### config.mk
export PLATFORM = sky130hd
export DESIGN_NAME = uart_tx_fsm
export DESIGN_NICKNAME = d
export VERILOG_FILES = /design/src/rtl/uart_tx_fsm.sv
export SDC_FILE = /design/constraint.sdc
export NUM_CORES = 1
export LEC_CHECK = 0
export BUFFER_PORTS_ARGS = -buffer_cell sky130_fd_sc_hd__buf_2
export CORE_MARGIN = 2
export CORE_UTILIZATION = 30
export DETAILED_ROUTE_END_ITERATION = 12
export PLACE_DENSITY = 0.56
export SETUP_SLACK_MARGIN = 0.02
export SLEW_MARGIN = 40
export SYNTH_ARGS = -nofsm -noshare
export SYNTH_HDL_FRONTEND = slang
export SYNTH_SLANG_ARGS = --single-unit
### constraint.sdc
create_clock -name clk -period 1.65 [get_ports clk]
set_input_delay 0.4125 -clock clk [delete_from_list [all_inputs] [get_ports clk]]
set_output_delay 0.4125 -clock clk [all_outputs]
set_load 0.02 [all_outputs]
### src/rtl/uart_tx_fsm.sv
// uart_tx_fsm: UART transmit frame controller.
// Sequences start bit, DATA_WIDTH data bits taken from the downstream
// serializer (LSB first), an optional parity bit and a stop bit, one bit per
// baud clock. Accepts a new frame in IDLE or back-to-back during STOP.
//
// Ports:
//   clk        - TX baud clock
//   rst        - asynchronous active-low reset
//   p_data     - parallel frame data, valid while data_valid is high
//   data_valid - frame request (pulse or level)
//   par_en     - 1 = append a parity bit
//   par_typ    - 0 = even parity, 1 = odd parity
//   ser_done   - serializer done (expected only on the last data bit)
//   ser_data   - serializer registered output bit
//   ser_load   - serializer load strobe (combinational accept)
//   ser_enable - serializer shift enable (high in DATA)
//   tx_out     - UART line
//   busy       - frame in progress
//   seq_err    - sticky serializer handshake mismatch
module uart_tx_fsm #(
    parameter int unsigned DATA_WIDTH = 8
) (
    input  logic                  clk,
    input  logic                  rst,
    input  logic [DATA_WIDTH-1:0] p_data,
    input  logic                  data_valid,
    input  logic                  par_en,
    input  logic                  par_typ,
    input  logic                  ser_done,
    input  logic                  ser_data,
    output logic                  ser_load,
    output logic                  ser_enable,
    output logic                  tx_out,
    output logic                  busy,
    output logic                  seq_err
);

    typedef enum logic [2:0] {
        IDLE   = 3'd0,
        START  = 3'd1,
        DATA   = 3'd2,
        PARITY = 3'd3,
        STOP   = 3'd4
    } state_t;

    localparam logic [2:0] LAST_BIT = 3'(DATA_WIDTH - 1);

    state_t     state;
    state_t     state_d;
    logic [2:0] bit_cnt;
    logic       par_en_r;
    logic       parity_r;
    logic       accept;

    // Gating with rst keeps ser_load low while reset is held, so a request
    // coincident with reset never loads the serializer.
    assign accept   = data_valid & rst & ((state == IDLE) | (state == STOP));
    assign ser_load = accept;

    always_comb begin
        state_d    = state;
        tx_out     = 1'b1;
        ser_enable = 1'b0;
        case (state)
            IDLE: begin
                if (accept) state_d = START;
            end
            START: begin
                tx_out  = 1'b0;
                state_d = DATA;
            end
            DATA: begin
                tx_out     = ser_data;
                ser_enable = 1'b1;
                if (bit_cnt == LAST_BIT) state_d = par_en_r ? PARITY : STOP;
            end
            PARITY: begin
                tx_out  = parity_r;
                state_d = STOP;
            end
            STOP: begin
                state_d = accept ? START : IDLE;
            end
            default: state_d = IDLE;
        endcase
    end

    always_ff @(posedge clk or negedge rst) begin
        if (!rst) state <= IDLE;
        else      state <= state_d;
    end

    always_ff @(posedge clk or negedge rst) begin
        if (!rst) begin
            bit_cnt  <= '0;
            busy     <= 1'b0;
            seq_err  <= 1'b0;
            par_en_r <= 1'b0;
            parity_r <= 1'b0;
        end else begin
            if (accept) begin
                par_en_r <= par_en;
                parity_r <= par_typ ? ~^p_data : ^p_data;
                busy     <= 1'b1;
                seq_err  <= 1'b0;
            end else begin
                if (state == STOP) busy <= 1'b0;
                // Bit counter alone decides framing; ser_done is only audited.
                if ((state == DATA) && (ser_done != (bit_cnt == LAST_BIT)))
                    seq_err <= 1'b1;
            end

            if (state == START)     bit_cnt <= '0;
            else if (state == DATA) bit_cnt <= bit_cnt + 3'd1;
        end
    end

endmodule

Word-level counts from Yosys, hierarchy flattened
Cells that the tools add are included.
{"block": "classes", "add_sub_neg": 1, "n_mul": 0, "div": 0, "magnitude_cmp": 0, "n_eq_ne": 8, "shift": 0, "n_mux": 14, "n_bitwise": 3, "reduce_logical": 8}
{"cell": "3-bit 2-to-1 mux", "n": 5}
{"cell": "3-bit one-hot mux with 5 select lines", "n": 1}
{"cell": "8-bit XNOR reduction", "n": 1}
{"cell": "8-bit parity", "n": 1}
{"cell": "1-bit 2-to-1 mux", "n": 7}
{"cell": "3-bit by 2-bit equality test with 1-bit output (second input constant)", "n": 2}
{"cell": "3-bit equality test (second input constant)", "n": 2}
{"cell": "2-bit nonzero test", "n": 3}
{"cell": "3-bit by 1-bit adder with 3-bit output (second input constant)", "n": 1}
{"cell": "3-bit by 1-bit equality test with 1-bit output (second input constant)", "n": 1}
{"cell": "3-bit zero test", "n": 1}
{"cell": "1-bit one-hot mux with 3 select lines", "n": 1}
{"cell": "1-bit AND", "n": 2}
{"cell": "2-bit by 1-bit != test with 1-bit output (second input constant)", "n": 1}
{"cell": "2-bit != test (second input constant)", "n": 1}
{"cell": "2-bit AND reduction", "n": 1}
{"cell": "1-bit logical AND", "n": 1}
{"cell": "1-bit != test", "n": 1}
{"cell": "1-bit bitwise OR", "n": 1}
{"block": "totals", "register_bits": 10, "latchBits": 0, "ram_bits": 0, "mem_bits_ro": 0, "inputBits": 15, "out_inout_bits": 5, "word_cells": 40, "n_memories": 0}

Logic depth before layout (Yosys ltp)
{"block": "depth", "ltp_word": 5, "mapped_depth": 6, "mapped_depth_nobuf": 6}

Worst setup path before layout
No wires, ideal clock.
{"block": "synth_path", "path_kind": "reg2out", "startpoint": "reg state[0]", "endpoint": "out tx_out", "t_arrival_ns": 1.079, "t_required_ns": 1.237, "slack_ns": 0.159, "stages_incl_launch_ff": 4, "n_path_buf": 1, "cell_sequence": "dfrtp_1 > clkbuf_1 > a21oi_1 > a311o_1"}
{"block": "synth_via", "elab_chain_len": 2, "elab_cells_between_ends": 4, "classes_between": "eq/ne: 3; mux: 1"}
{"element": "start, declared", "line_no": "48", "source": "state_t state;"}
{"element": "start signal, assigned", "line_no": "90", "source": "else state <= state_d;"}
{"element": "3-bit by 2-bit equality test with 1-bit output / 3-bit by 1-bit equality test with 1-bit output (equally long branches)", "line_no": "64", "source": "case (state)"}
{"element": "1-bit one-hot mux with 3 select lines (*)", "line_no": "64"}
{"element": "end, declared", "line_no": "33", "source": "output logic tx_out,"}
Mark *: on every way between the ends. The rest lies on a longest branch, timed or not.

Final worst setup path
{"block": "layout_path", "startpoint": "reg state[2]", "endpoint": "out tx_out"}
The elaborated chain is that of the path after synthesis.

==> run metrics <==
status=completed; Worst path slowest cell=dfrtp_1; Place WS=0.0424 ns; CP Max Fanout=6; delay-heaviest family, CP=flip-flops; maxcap violations=0; worst path bufs/invs=1; Power Density=1510 nW/µm²; I/O pin count=20; Initial Util=31.1%; layout cell share with drive strength beyond 1=44.8%; drt drc=0; switching pwr=0.468 mW; Critical Path Stages=2; grt ovf=0; Critical Path Source Type=register; cells along the critical path=a311o_1, buf_6; Nets=106; gr usage total=11.1%; CTS tree=built; Die Area=2340 µm²; clock sinks=10; Leak=0.404 nW; Logic pwr share=52.5%; root buffer cell=clkbuf_4; initial drt markers=4; R2R cell count=6; Achievable Freq=0.628 GHz; first-pass GRT wire length=1.96 mm; Syn-to-layout area delta=40.3%; sequential area share after synthesis=42.4%; Worst Path Arrival=1.18 ns; final setup violation count=0; Mapped Nets=76; HPWL after DPL=896 µm; Final Max Tran Viols=0; Worst-Margin Slew=0.179 ns; Bufs on Longest Clock Path=2; die height=48.4 µm; WL/cell=10.4 µm; Worst Path Required=1.24 ns; cts bufs inserted=3; port buffer count=19; CP Capture Type=output port; vias in the first global route=506; largest net degree at the start of global routing=11; DRT Wirelength=1.18 mm; syn_area_per_cell=10.0 µm²; Hold Path Class=in -> async; Critical Setup Path Class=reg -> out; Clock Latency Late Sink=0.26 ns; Die Wd=48.4 µm; sw frac=37.5%; Vias=510; slew margin rel.=88.0%; Yosys reg bits=10; clk slew on worst S/H paths=0.06 ns; core footprint=1900 µm²; Ys Warns=0; Pint=0.781 mW; H-tree depth=1; maximum VDD drop=0.526 mV; DRT Pass-1 Iters=2; row count=16; post-synthesis cell count=59; Setup Skew=0.000703 ns; GPL Wtd Cong=0.720; Max stage delay on crit path=0.43 ns; Flop pwr share=34.2%; Final Critical Period=1.59 ns; Post-Layout Cell Count=114; antenna violations before repair=0; unrepaired setup endpoints after global routing=yes; placed insts=107; number of failing hold endpoints at the final stage=0; antenna-violating nets left=0; Netlist cell types=21; Clk pwr share=13.3%; ant diodes=0; Final period util=96.6%; Final WS setup=0.0569 ns; Hold WS=0.0711 ns; Cell Area, Synth=591 µm²; vias per cell=4.47
-- Yosys cell counts, drive strengths merged --
master / instances / area, µm²
buf: 1 / 5.00
dfrtp: 10 / 250
nor3: 1 / 10.0
clkbuf: 1 / 3.75
o32a: 1 / 10.0
inv: 3 / 11.3
nor2b: 3 / 18.8
o21ai: 5 / 25.0
nand2: 6 / 22.5
nand2b: 1 / 6.26
nor2: 6 / 22.5
xor2: 2 / 17.5
ha: 2 / 25.0
mux2: 3 / 37.5
xnor3: 1 / 23.8
xnor2: 5 / 51.3
a21oi: 5 / 25.0
a21o: 2 / 15.0
a311o: 1 / 10.0
-- flip-flops by register name (all words and copies together) (netlist names) --
register / cells
busy: 1
state: 3
bit_cnt: 3
seq_err: 1
parity_r: 1
par_en_r: 1
-- power by group through the flow --
stage	clock (mW)	sequential, mW	combinational, mW
after floorplan	0	0.436	0.371
after global placement	0	0.441	0.517
after detailed placement	0	0.442	0.526
after CTS	0.175	0.433	0.610
after global routing	0.182	0.440	0.728
final	0.167	0.427	0.656
-- worst register-to-register path: stages, from the launching register on --
cell and delay [ns]:
dfrtp_1 0.40, ha_1 0.21, ha_1 0.23, inv_1 0.09, o21ai_0 0.08, mux2_2 0.26, nor2_1 0.08
-- routing by layer --
layer,part of all wire [%],up-vias,GRT usage (%)
li1,-,256,-
met3,2.0,4,0.926
met1,43,242,11.4
met4,2.9,0,10.0
met2,52,8,19.9
met5,0,-,0
-- logic make-up (layout without fill, tap and decap cells) --
family	after synthesis	in the layout	synth area share, %
fa+ha+maj	2	2	4.24
compound gates	14	14	14.4
flops	10	10	42.4
mux	3	3	6.35
xor+xnor	8	8	15.7
simple gates	17	17	13.6
buf+inv	5	33	3.39
-- final cells by class --
| cell class | count | area, µm² |
|---|---|---|
| flip-flops and latches | 10 | 253 |
| well taps | 27 | 33.8 |
| inverters | 3 | 11.3 |
| multi-input cells | 44 | 334 |
| repair buffers | 27 | 174 |
| fillers | 202 | 1070 |
| clock buffers | 3 | 22.5 |
-- timing repair --
item                                    in CTS  in global routing
endpoints found under the setup margin       3                  3
hold buffers                                 0                  0
pin swaps                                    1                  2
setup buffers                                3                  1
gates resized for setup                      6                  4
cloned                                       0                  0
-- worst paths after layout --
path	end	startpoint	slack, ns
min reg2reg	busy	busy	0.49
min in group clk	par_en_r	par_en	0.35
min	bit_cnt[2]	rst	0.07
max	tx_out	state[2]	0.06
max reg2reg	state[1]	bit_cnt[0]	0.23
max in group asynchronous	state[0]	rst	1.43
-- per-stage QoR --
| step | cell area [µm²] | TNS [ns] | utilization [%] | power, mW |
|---|---|---|---|---|
| 5_1_grt | 828 | 0 | 43.6 | 1.35 |
| 6_report | 828 | 0 | 43.6 | 1.25 |
| 3_3_place_gp | 741 | 0 | 38.9 | 0.958 |
| 2_1_floorplan | 591 | 0 | - | 0.807 |
| 4_1_cts | 808 | -0.000339 | 42.5 | 1.22 |
| 3_5_place_dp | 741 | 0 | 38.9 | 0.968 |
-- layout by cell type, fill, tap and decap left out --
master / instances
a21o_1: 2
a21oi_1: 5
a311o_1: 1
buf_2: 16
buf_4: 8
buf_6: 3
clkbuf_4: 3
dfrtp_1: 8
dfrtp_2: 2
ha_1: 2
inv_1: 3
mux2_2: 2
mux2_4: 1
nand2_1: 6
nand2b_4: 1
nor2_1: 6
nor2b_1: 3
nor3_4: 1
o21ai_0: 5
o32a_1: 1
xnor2_1: 4
xnor2_2: 1
xnor3_2: 1
xor2_1: 2
Note: power is estimated with default switching activity, not from simulation.
